==> config.mk <==
export PLATFORM = sky130hd
export DESIGN_NAME = qnt_engine
export DESIGN_NICKNAME = d
export VERILOG_FILES = /design/src/rtl/qnt_engine.sv
export SDC_FILE = /design/constraint.sdc
export NUM_CORES = 1
export LEC_CHECK = 0
export ABC_AREA = 1
export BUFFER_PORTS_ARGS = -buffer_cell sky130_fd_sc_hd__buf_2
export CORE_MARGIN = 2
export CORE_UTILIZATION = 45
export DETAILED_ROUTE_END_ITERATION = 7
export RECOVER_POWER = 50
export SLEW_MARGIN = 20
export SYNTH_ARGS = -nofsm -noshare
export SYNTH_HDL_FRONTEND = slang
export SYNTH_SLANG_ARGS = --single-unit
==> constraint.sdc <==
create_clock -name clk -period 16.45 [get_ports clk]
set_clock_uncertainty 0.15 [all_clocks]
set_input_delay 0.8225 -clock clk [delete_from_list [all_inputs] [get_ports clk]]
set_output_delay 0.8225 -clock clk [all_outputs]
set_load 0.01 [all_outputs]
==> src/rtl/qnt_engine.sv <==
// Forward quantizer stage: multiplies each DCT coefficient by its inverse-Q ROM byte,
// rounds half toward +inf, saturates, and streams results with valid/ready backpressure.
module qnt_engine #(
    parameter int COEF_W = 12,
    parameter int OUT_W  = 8,
    parameter int FRAC_W = 8
) (
    input  logic              clk,
    input  logic              rst_n,
    input  logic              in_valid,
    output logic              in_ready,
    input  logic [COEF_W-1:0] in_data,
    input  logic              in_last,
    output logic [5:0]        rom_a,
    input  logic [7:0]        rom_d,
    output logic              out_valid,
    input  logic              out_ready,
    output logic [OUT_W-1:0]  out_data,
    output logic              out_last,
    output logic [5:0]        out_idx,
    output logic              err_last
);

    localparam int PROD_W = COEF_W + 9;
    localparam int SHR_W  = PROD_W - FRAC_W;

    localparam logic signed [PROD_W-1:0] RND_HALF =
        {{(PROD_W-FRAC_W){1'b0}}, 1'b1, {(FRAC_W-1){1'b0}}};
    localparam logic signed [SHR_W-1:0] SAT_MAX =
        {{(SHR_W-OUT_W+1){1'b0}}, {(OUT_W-1){1'b1}}};
    localparam logic signed [SHR_W-1:0] SAT_MIN =
        {{(SHR_W-OUT_W+1){1'b1}}, {(OUT_W-1){1'b0}}};
    localparam logic [5:0] LAST_IDX = 6'd63;

    // Add half an LSB then arithmetic shift: ties resolve toward +inf.
    function automatic logic signed [SHR_W-1:0] rnd_f(input logic signed [PROD_W-1:0] prod);
        logic signed [PROD_W-1:0] sum;
        sum = prod + RND_HALF;
        return SHR_W'(sum >>> FRAC_W);
    endfunction

    function automatic logic [OUT_W-1:0] sat_f(input logic signed [SHR_W-1:0] v);
        logic [OUT_W-1:0] res;
        if (v > SAT_MAX) begin
            res = OUT_W'(SAT_MAX);
        end else if (v < SAT_MIN) begin
            res = OUT_W'(SAT_MIN);
        end else begin
            res = OUT_W'(v);
        end
        return res;
    endfunction

    logic [5:0]               idx_cnt_r;
    logic                     s1_valid_r;
    logic signed [COEF_W-1:0] s1_coef_r;
    logic [5:0]               s1_idx_r;
    logic                     out_valid_r;
    logic [OUT_W-1:0]         out_data_r;
    logic                     out_last_r;
    logic [5:0]               out_idx_r;
    logic                     err_last_r;

    logic                     advance_s;
    logic                     accept_s;
    logic                     in_ready_s;
    logic [5:0]               rom_a_s;
    logic signed [PROD_W-1:0] coef_ext_s;
    logic signed [PROD_W-1:0] rom_ext_s;
    logic signed [PROD_W-1:0] prod_s;
    logic [OUT_W-1:0]         q_s;

    // Handshake decode and ROM address select.
    always_comb begin
        advance_s  = 1'b0;
        in_ready_s = 1'b0;
        accept_s   = 1'b0;
        rom_a_s    = idx_cnt_r;
        advance_s  = s1_valid_r && (!out_valid_r || out_ready);
        in_ready_s = !s1_valid_r || advance_s;
        accept_s   = in_valid && in_ready_s;
        // A stalled S1 keeps re-reading its own entry so rom_d stays aligned with it.
        if (s1_valid_r && !advance_s) begin
            rom_a_s = s1_idx_r;
        end else begin
            rom_a_s = idx_cnt_r;
        end
    end

    // Quantizer arithmetic on the S1 coefficient and the matching ROM byte.
    always_comb begin
        coef_ext_s = {{(PROD_W-COEF_W){s1_coef_r[COEF_W-1]}}, s1_coef_r};
        rom_ext_s  = {{(PROD_W-8){1'b0}}, rom_d};
        prod_s     = coef_ext_s * rom_ext_s;
        q_s        = sat_f(rnd_f(prod_s));
    end

    // Raster index counter with resync on a misplaced in_last.
    always_ff @(posedge clk or negedge rst_n) begin
        if (!rst_n) begin
            idx_cnt_r <= 6'd0;
        end else if (accept_s) begin
            if (in_last) begin
                idx_cnt_r <= 6'd0;
            end else begin
                idx_cnt_r <= idx_cnt_r + 6'd1;
            end
        end else begin
            idx_cnt_r <= idx_cnt_r;
        end
    end

    // Sticky framing error flag.
    always_ff @(posedge clk or negedge rst_n) begin
        if (!rst_n) begin
            err_last_r <= 1'b0;
        end else if (accept_s && in_last && (idx_cnt_r != LAST_IDX)) begin
            err_last_r <= 1'b1;
        end else begin
            err_last_r <= err_last_r;
        end
    end

    // S1 capture stage: holds the coefficient while its ROM byte is fetched.
    always_ff @(posedge clk or negedge rst_n) begin
        if (!rst_n) begin
            s1_valid_r <= 1'b0;
            s1_coef_r  <= '0;
            s1_idx_r   <= 6'd0;
        end else if (accept_s) begin
            s1_valid_r <= 1'b1;
            s1_coef_r  <= $signed(in_data);
            s1_idx_r   <= idx_cnt_r;
        end else if (advance_s) begin
            s1_valid_r <= 1'b0;
        end else begin
            s1_valid_r <= s1_valid_r;
        end
    end

    // S2 output register; contents hold while the consumer stalls.
    always_ff @(posedge clk or negedge rst_n) begin
        if (!rst_n) begin
            out_valid_r <= 1'b0;
            out_data_r  <= '0;
            out_last_r  <= 1'b0;
            out_idx_r   <= 6'd0;
        end else if (advance_s) begin
            out_valid_r <= 1'b1;
            out_data_r  <= q_s;
            out_last_r  <= (s1_idx_r == LAST_IDX);
            out_idx_r   <= s1_idx_r;
        end else if (out_valid_r && out_ready) begin
            out_valid_r <= 1'b0;
        end else begin
            out_valid_r <= out_valid_r;
        end
    end

    assign in_ready  = in_ready_s;
    assign rom_a     = rom_a_s;
    assign out_valid = out_valid_r;
    assign out_data  = out_data_r;
    assign out_last  = out_last_r;
    assign out_idx   = out_idx_r;
    assign err_last  = err_last_r;

endmodule

=== Word level (Yosys, flattened, before mapping) ===
Index checks and enable logic that the tools add are counted.
W data, S select, Z words.

* Input bits: 25
* Register bits after elaboration: 42

* Eq/ne operators: 2
* Reduce and logical (&&, ||, !) cells: 13
* $mul: 1
* Add/sub/neg operators: 2
* Multiplexer cells: 8
* Magnitude comparators: 2

{| class="wikitable"
|+ Operators with widths
! kind !! count
|-
| $add A21 B9 Y21 const B || 1
|-
| $mul A12 B9 Y21 || 1
|-
| $mux W8 || 2
|-
| $gt A13 B8 Y1 const B || 1
|-
| $lt A13 B8 Y1 const B || 1
|-
| $mux W6 || 2
|-
| $add A6 B1 Y6 const B || 1
|-
| $eq A6 B6 Y1 const B || 1
|-
| $logic_and A1 B1 Y1 || 6
|-
| $ne A6 B6 Y1 const B || 1
|-
| $mux W1 || 4
|-
| $reduce_bool A2 Y1 || 2
|-
| $logic_not A1 Y1 || 3
|-
| $logic_or A1 B1 Y1 || 2
|}

=== Depth between registers and ports, before layout ===
Gate-level depths: netlist (run 1).

* Word-level depth: 7
* Depth in mapped cells: 26
* Mapped depth without buffers: 25

=== Worst setup path after synthesis (run 1) ===
Ideal clock, no wire load.

* Path type: input to register
* Start: input rom_d[0]
* End: register out_data_r[0], in the netlist out_data[0]
* Stages: 21
* Arrival time: 5.470 ns
* Setup slack: 10.699 ns
* Buffers on the path: 1
* Path through: clkbuf_1 > nand2_1 > fa_1 > inv_1 > fa_1 > inv_1 > fa_1 > fa_1 > inv_1 > ha_1 > ha_1 > a21oi_1 > o21ai_0 > a21oi_1 > nand2_1 > nand2_1 > nand2_1 > nor2_1 > nand2_1 > a21oi_4 > a21oi_2

* Longest elaborated chain between the ends: 5
* Elaborated cells on any way between the ends: 6
* Those cells by class: add/sub (1); mul (1); order compare (2); mux (2)

{| class="wikitable"
|+ RTL lines
! item !! RTL line !! source
|-
| start: declaration || 15 || <nowiki>input logic [7:0] rom_d,</nowiki>
|-
| $mul A12 B9 Y21 (*) || 94 || <nowiki>prod_s = coef_ext_s * rom_ext_s;</nowiki>
|-
| $add A21 B9 Y21 (*) || 38 || <nowiki>sum = prod + RND_HALF;</nowiki>
|-
| $lt A13 B8 Y1 || 46 || <nowiki>end else if (v < SAT_MIN) begin</nowiki>
|-
| $mux W8 || 46 ||
|-
| $mux W8 (*) || 44 || <nowiki>if (v > SAT_MAX) begin</nowiki>
|-
| end signal: assignment || 150 || <nowiki>out_data_r <= q_s;</nowiki>
|-
| end: declaration || 59 || <nowiki>logic [OUT_W-1:0] out_data_r;</nowiki>
|}

Every way passes the cells marked *; elsewhere a longest branch is shown, timed or not.
A chain may end at the register's enable or synchronous reset.

=== Worst setup path in the final report (run 1) ===
* Start: input rom_d[0]
* End: register out_data_r[2], in the netlist out_data[2]

The elaborated chain is that of the path after synthesis.

==> summary.md, run 1 <==
| Metric | Value |
|---|---|
| Status | `complete, but fails checks` |
| Violated checks | `max-capacitance violations, max-slew violations` |
| Global Route Usage Sum | `0.204` |
| Dominant cells by area after synthesis | `fa_1, dfrtp_1, nand2_1` |
| Resized cells post-CTS | `0` |
| Ant diodes | `0` |
| Fin crit share | `0.354` |
| Syn_nets | `874` |
| Placer Congestion | `0.836` |
| Boundary Pins | `49` |
| Clock sink count | `42` |
| Post-layout instance area | `6140 um2` |
| Post-DRT Antenna Nets | `0` |
| # H-tree levels | `2` |
| Routed wire length | `12.8 mm` |
| Setup violation total in the final timing report | `0` |
| Grt ovf | `0` |
| Max transition margin | `-0.547` |
| Sequential area share after synthesis | `0.187` |
| Largest net degree at the start of global routing | `43` |
| Worst slew pin tran | `2.32 ns` |
| Largest area contributor in the synthesized netlist | `fa_1` |
| Setup bufs post-CTS | `0` |
| Crit path DAT | `5.84 ns` |
| Syn-to-layout area delta | `9.15%` |
| Core box area | `12,100 um2` |
| DRC | `0` |
| Max-slew violations | `43` |
| Netlist Area Pre-Place | `5620 um2` |
| Max FO, Critical Path | `11` |
| Nets | `905` |
| Hold_ws | `0.306 ns` |
| Synthesized flop and latch total | `42` |
| Nature of the critical path endpoint | `flip-flop` |
| Hold Vio Cnt, Final | `0` |
| DR pass1 iterations | `5` |
| Die X | `116 um` |
| Via density | `4.85` |
| Initial antenna violation count | `0` |
| CTS tree | `built` |
| Clock buffer depth | `2` |
| Mean post-synth cell area | `7.81 um2` |
| CP required | `16.46 ns` |
| Fillers | `1,235` |
| Max Freq | `172 MHz` |
| Vias in the first global route | `4,509` |
| CTS root buffer | `clkbuf_16` |
| Non-Filler Instances | `919` |
| Initial drt markers | `222` |
| Number of hold buffers added after CTS | `0` |
| Multi-input gate area | `3860 um2` |
| Global-route wire length before repair | `21.6 mm` |
| Startpoint Class | `input port` |
| Num CTS Buffers | `5` |
| Placed cells | `912` |
| Netlist cell types | `36` |
| Ratio of cells with drive above 1 in the final layout | `0.0945` |
| Min Tclk post-route | `5.83 ns` |
| Worst hold path class | `reg -> reg` |
| Die H | `116 um` |
| Crit path kind | `in -> reg` |
| Drt wl/cell | `13.9 um` |
| Reg clk slew, reported paths | `0.06 ns` |
| Post-DP HPWL | `10.4 mm` |
| Post-synth top area share | `0.278` |
| Routed vias | `4,460` |
| Initial Util | `0.464` |
| DIE AREA | `13,400 um2` |
| Storage cell area | `1050 um2` |
| Fin Setup TNS | `0 ns` |
| Placed Area | `5970 um2` |
| Port Buffers | `48` |
| RSZ-0062 raised after global routing | `no` |
| Maxcap violations | `1` |
| Syn Inst Count | `720` |
| Number of synthesis warnings | `0` |
| Worst-Skew Late Latency | `0.28 ns` |
| Row cnt | `40` |
cell type report:
class	instances	share of cell area
Clock inverter	1	0.00489
Sequential cell	42	0.171
Inverter	160	0.0979
Clock buffer	6	0.0226
Multi-Input combinational cell	493	0.630
Timing Repair Buffer	49	0.0392
Tap cell	168	0.0343
final timing paths:
check                              startpoint            end  slack (ns)  cells after the start
worst max register to register  s1_coef_r[11]    out_data[2]       10.79                     20
min in group asynchronous               rst_n     s1_valid_r        1.09                      1
max in group asynchronous               rst_n  s1_coef_r[11]       13.75                      1
worst min register to register       err_last       err_last        0.31                      2
worst min-delay path                 err_last       err_last        0.31                      2
worst max-delay path                 rom_d[0]    out_data[2]       10.62                     21
worst max-delay path: stages:
cell and delay [ns]:
buf_2 0.21, nand2_1 0.17, fa_1 0.68, inv_1 0.19, fa_1 0.64, inv_1 0.12
fa_1 0.51, fa_1 0.54, inv_1 0.04, ha_1 0.28, ha_1 0.38, a21oi_1 0.19
o21ai_0 0.10, a21oi_1 0.20, nand2_1 0.10, nand2_1 0.06, nand2_1 0.04, nor2_1 0.07
nand2_1 0.09, a21oi_4 0.30, a21oi_2 0.09
state kept, by name, summed over array words and instances, names as in the netlist:
| signal | cells |
|---|---|
| err_last | 1 |
| idx_cnt_r | 6 |
| out_data | 8 |
| out_idx | 6 |
| out_last | 1 |
| out_valid | 1 |
| s1_coef_r | 12 |
| s1_idx_r | 6 |
| s1_valid_r | 1 |
routing by layer:
layer,vias to the layer above,global-route usage,share of wire
met5,-,0,0
met3,11,0.0235,0.032
met1,2184,0.271,0.45
met4,0,0.0397,0.011
li1,2196,-,-
met2,69,0.362,0.50
synth_stat cells, drive strengths merged:
cell type / number
a211oi: 1
a21o: 1
a21oi: 30
a31oi: 1
and2: 1
buf: 4
clkbuf: 21
clkinv: 1
dfrtp: 42
fa: 78
ha: 51
inv: 159
nand2: 236
nand3: 19
nand4: 3
nor2: 25
nor3: 3
nor3b: 1
nor4: 3
o21ai: 22
o21bai: 3
o22ai: 1
o31ai: 1
xnor2: 6
xor2: 7
logic make-up after synthesis:
kind of cell | synth area share
xor+xnor | 0.0216
fa+ha+maj | 0.391
compound gates | 0.0632
flops | 0.187
simple gates | 0.211
buf+inv | 0.126
layout by cell type, fill, tap and decap left out, drive strengths merged, types with 3 or more instances in the layout:
| cell type | count |
|---|---|
| nand2 | 236 |
| inv | 159 |
| fa | 78 |
| ha | 51 |
| buf | 43 |
| dfrtp | 42 |
| a21oi | 30 |
| nor2 | 25 |
| o21ai | 22 |
| nand3 | 19 |
| clkbuf | 12 |
| xor2 | 7 |
| xnor2 | 6 |
| o21bai | 3 |
| nor4 | 3 |
| nand4 | 3 |
| nor3 | 3 |
metrics by stage:
stage / utilization / setup slack, ns
finish: 0.507 / 10.62
global route: 0.507 / 10.15
CTS: 0.507 / 10.62
detailed placement: 0.493 / 10.34
global placement: 0.493 / 10.47
floorplan: - / 10.70
Power of run 1 is left out: the tool's default activity adds up to more than one toggle a clock period on the data nets, which glitch-free logic cannot reach.
==> run 2, diff against run 1 <==
clock period = 6 ns   (was 16.45 ns; I/O delays follow)
==> summary.md, run 2 (synthesis gave the netlist of run 1 again) <==
| Metric | Value |
|---|---|
| Clock sink count | `42 (unchanged)` |
| Ratio of cells with drive above 1 in the final layout | `0.0890 (was 0.0945)` |
| Worst-Skew Late Latency | `0.28 ns (about the same)` |
| Cell Chain, Critical Path | `nand2_1 > fa_1 > inv_1 > fa_1 > inv_1 > fa_1 > fa_1 > inv_1 > ha_1 > ha_1 > a21oi_1 > o21ai_0 > a21oi_1 > nand2_1 > nand2_1 > nand2_1 > nor2_1 > nand2_1 > a21oi_4 > a21oi_2 (was buf_2 > nand2_1 > fa_1 > inv_1 > fa_1 > inv_1 > fa_1 > fa_1 > inv_1 > ha_1 > ha_1 > a21oi_1 > o21ai_0 > a21oi_1 > nand2_1 > nand2_1 > nand2_1 > nor2_1 > nand2_1 > a21oi_4 > a21oi_2)` |
| Commonest non-fill, non-tap cell in the layout | `nand2_1 (unchanged)` |
| Max FO, Critical Path | `9 (was 11)` |
| RSZ-0062 raised after global routing | `no (unchanged)` |
| Status | `complete, but fails checks (unchanged)` |
| Num CTS Buffers | `5 (unchanged)` |
| Worst slew pin tran | `2.32 ns (about the same)` |
| Hold Vio Cnt, Final | `0 (unchanged)` |
| CP bufs+invs | `3 (was 4)` |
| Fin crit share | `0.907` |
| Violated checks | `max-capacitance violations, max-slew violations (unchanged)` |
| Initial antenna violation count | `0 (unchanged)` |
| Crit path kind | `reg -> reg (was in -> reg)` |
| Vias in the first global route | `4,517 (was 4,509)` |
| Maxcap violations | `1 (unchanged)` |
| DRC | `0 (unchanged)` |
| DP Worst Slack | `0.481 ns (was 10.34 ns)` |
| Setup violation total in the final timing report | `0 (unchanged)` |
| Grt ovf | `0 (unchanged)` |
| Initial drt markers | `193 (was 222)` |
| Crit-path most repeated cell | `nand2_1 (unchanged)` |
| Port Buffers | `48 (unchanged)` |
| DIE AREA | `13,400 um2 (unchanged)` |
| Max reg flops | `12 (unchanged)` |
| Nature of the critical path endpoint | `flip-flop (unchanged)` |
| Via density | `4.86 (was 4.85)` |
| Boundary Pins | `49 (unchanged)` |
| Max transition margin | `-0.547 (about the same)` |
| Nets | `906 (was 905)` |
| Largest net degree at the start of global routing | `43 (unchanged)` |
| CP required | `6.01 ns (was 16.46 ns)` |
| Hold_ws | `0.0623 ns (was 0.306 ns)` |
| Post-layout instance area | `6120 um2 (was 6140 um2)` |
| CTS root buffer | `clkbuf_16 (unchanged)` |
| Worst hold path class | `in -> reg (was reg -> reg)` |
| Reg clk slew, reported paths | `0.06 ns (about the same)` |
| Row cnt | `40 (unchanged)` |
| Min Tclk post-route | `5.44 ns` |
| # H-tree levels | `2 (unchanged)` |
| Clock buffer depth | `2 (unchanged)` |
| Crit path max-delay family | `adder cells (unchanged)` |
| Drt wl/cell | `13.6 um (was 13.9 um)` |
| Most frequent cells in the layout | `nand2_1, inv_1, fa_1, ha_1, dfrtp_1 (was nand2_1, inv_1, fa_1, ha_1)` |
| Max-slew violations | `43 (unchanged)` |
| DR pass1 iterations | `4 (was 5)` |
| Startpoint Class | `flip-flop (was input port)` |
| Crit-path max cell delay | `0.63 ns (was 0.68 ns)` |
| CTS tree | `built (unchanged)` |
| Ant diodes | `0 (unchanged)` |
| Placed Area | `5980 um2 (was 5970 um2)` |
| Die X | `116 um (unchanged)` |
| Final worst setup slack | `0.556 ns (was 10.62 ns)` |
| Biggest register | `s1_coef_r (unchanged)` |
| Max Freq | `184 MHz` |
| Crit path DAT | `5.45 ns (was 5.84 ns)` |
| Fin Setup TNS | `0 ns (unchanged)` |
| Syn-to-layout area delta | `8.86% (was 9.15%)` |
| Post-DP HPWL | `10.4 mm (about the same)` |
| Core box area | `12,100 um2 (unchanged)` |
| Die H | `116 um (unchanged)` |
| Routed wire length | `12.5 mm (was 12.8 mm)` |
| Global Route Usage Sum | `0.199 (was 0.204)` |
| Routed vias | `4,472 (was 4,460)` |
| Post-DRT Antenna Nets | `0 (unchanged)` |
| Slowest-stage cell, CP | `fa_1 (unchanged)` |
| Placer Congestion | `0.848 (was 0.836)` |
| Initial Util | `0.464 (unchanged)` |
| Global-route wire length before repair | `21.1 mm (was 21.6 mm)` |
run 2: cell count changes in the layout (fill, tap and decap cells not counted), sizes merged:
cell and delta:
buf -5, clkbuf +7, bufinv -1, inv +1
run 2: path summary, 6_finish.rpt:
check / from / end / slack [ns] / cells after the start
min: in_data[7] / s1_coef_r[7] / 0.06 / 3
min in group asynchronous: rst_n / s1_valid_r / 0.56 / 1
min reg2reg: err_last / err_last / 0.32 / 2
max: s1_coef_r[11] / out_data[1] / 0.56 / 20
max reg2reg: s1_coef_r[11] / out_data[1] / 0.56 / 20
max in group asynchronous: rst_n / s1_coef_r[11] / 3.64 / 1
run 2: repair_timing:
action | in CTS | in global routing
endpoints found under the setup margin | 0 | 6
gates resized for setup | 0 | 1
hold buffers | 0 | 0
setup buffers | 0 | 0
endpoints found under the hold margin | 0 | 0
run 2: stage by stage:
step / instances / util
after floorplan: 720 / -
after global placement: 913 / 0.494
after detailed placement: 913 / 0.494
after CTS: 921 / 0.506
after global routing: 921 / 0.505
final: 921 / 0.505
run 2: layout make-up:
type	instances	area (um2)
inverters	160	601
multi-input cells	493	3860
flip-flops and latches	42	1050
fillers	1263	5990
clock buffers	7	143
clock inverters	1	8.76
repair buffers	50	240
well taps	168	210
run 2: routing by layer:
metal	up-vias	global-route usage	share of wire	routed length, um
li1	2200	-	-	-
met1	2181	0.260	0.44	5480
met5	-	0	0	0
met2	80	0.365	0.52	6540
met3	11	0.0194	0.027	341
met4	0	0.0317	0.0097	121
run 2: tightest hold or removal path: stages:
cell     delay [ns]
buf_2          0.07
nand2_1        0.04
nand2_1        0.04
Power of run 2 is left out for the same reason.
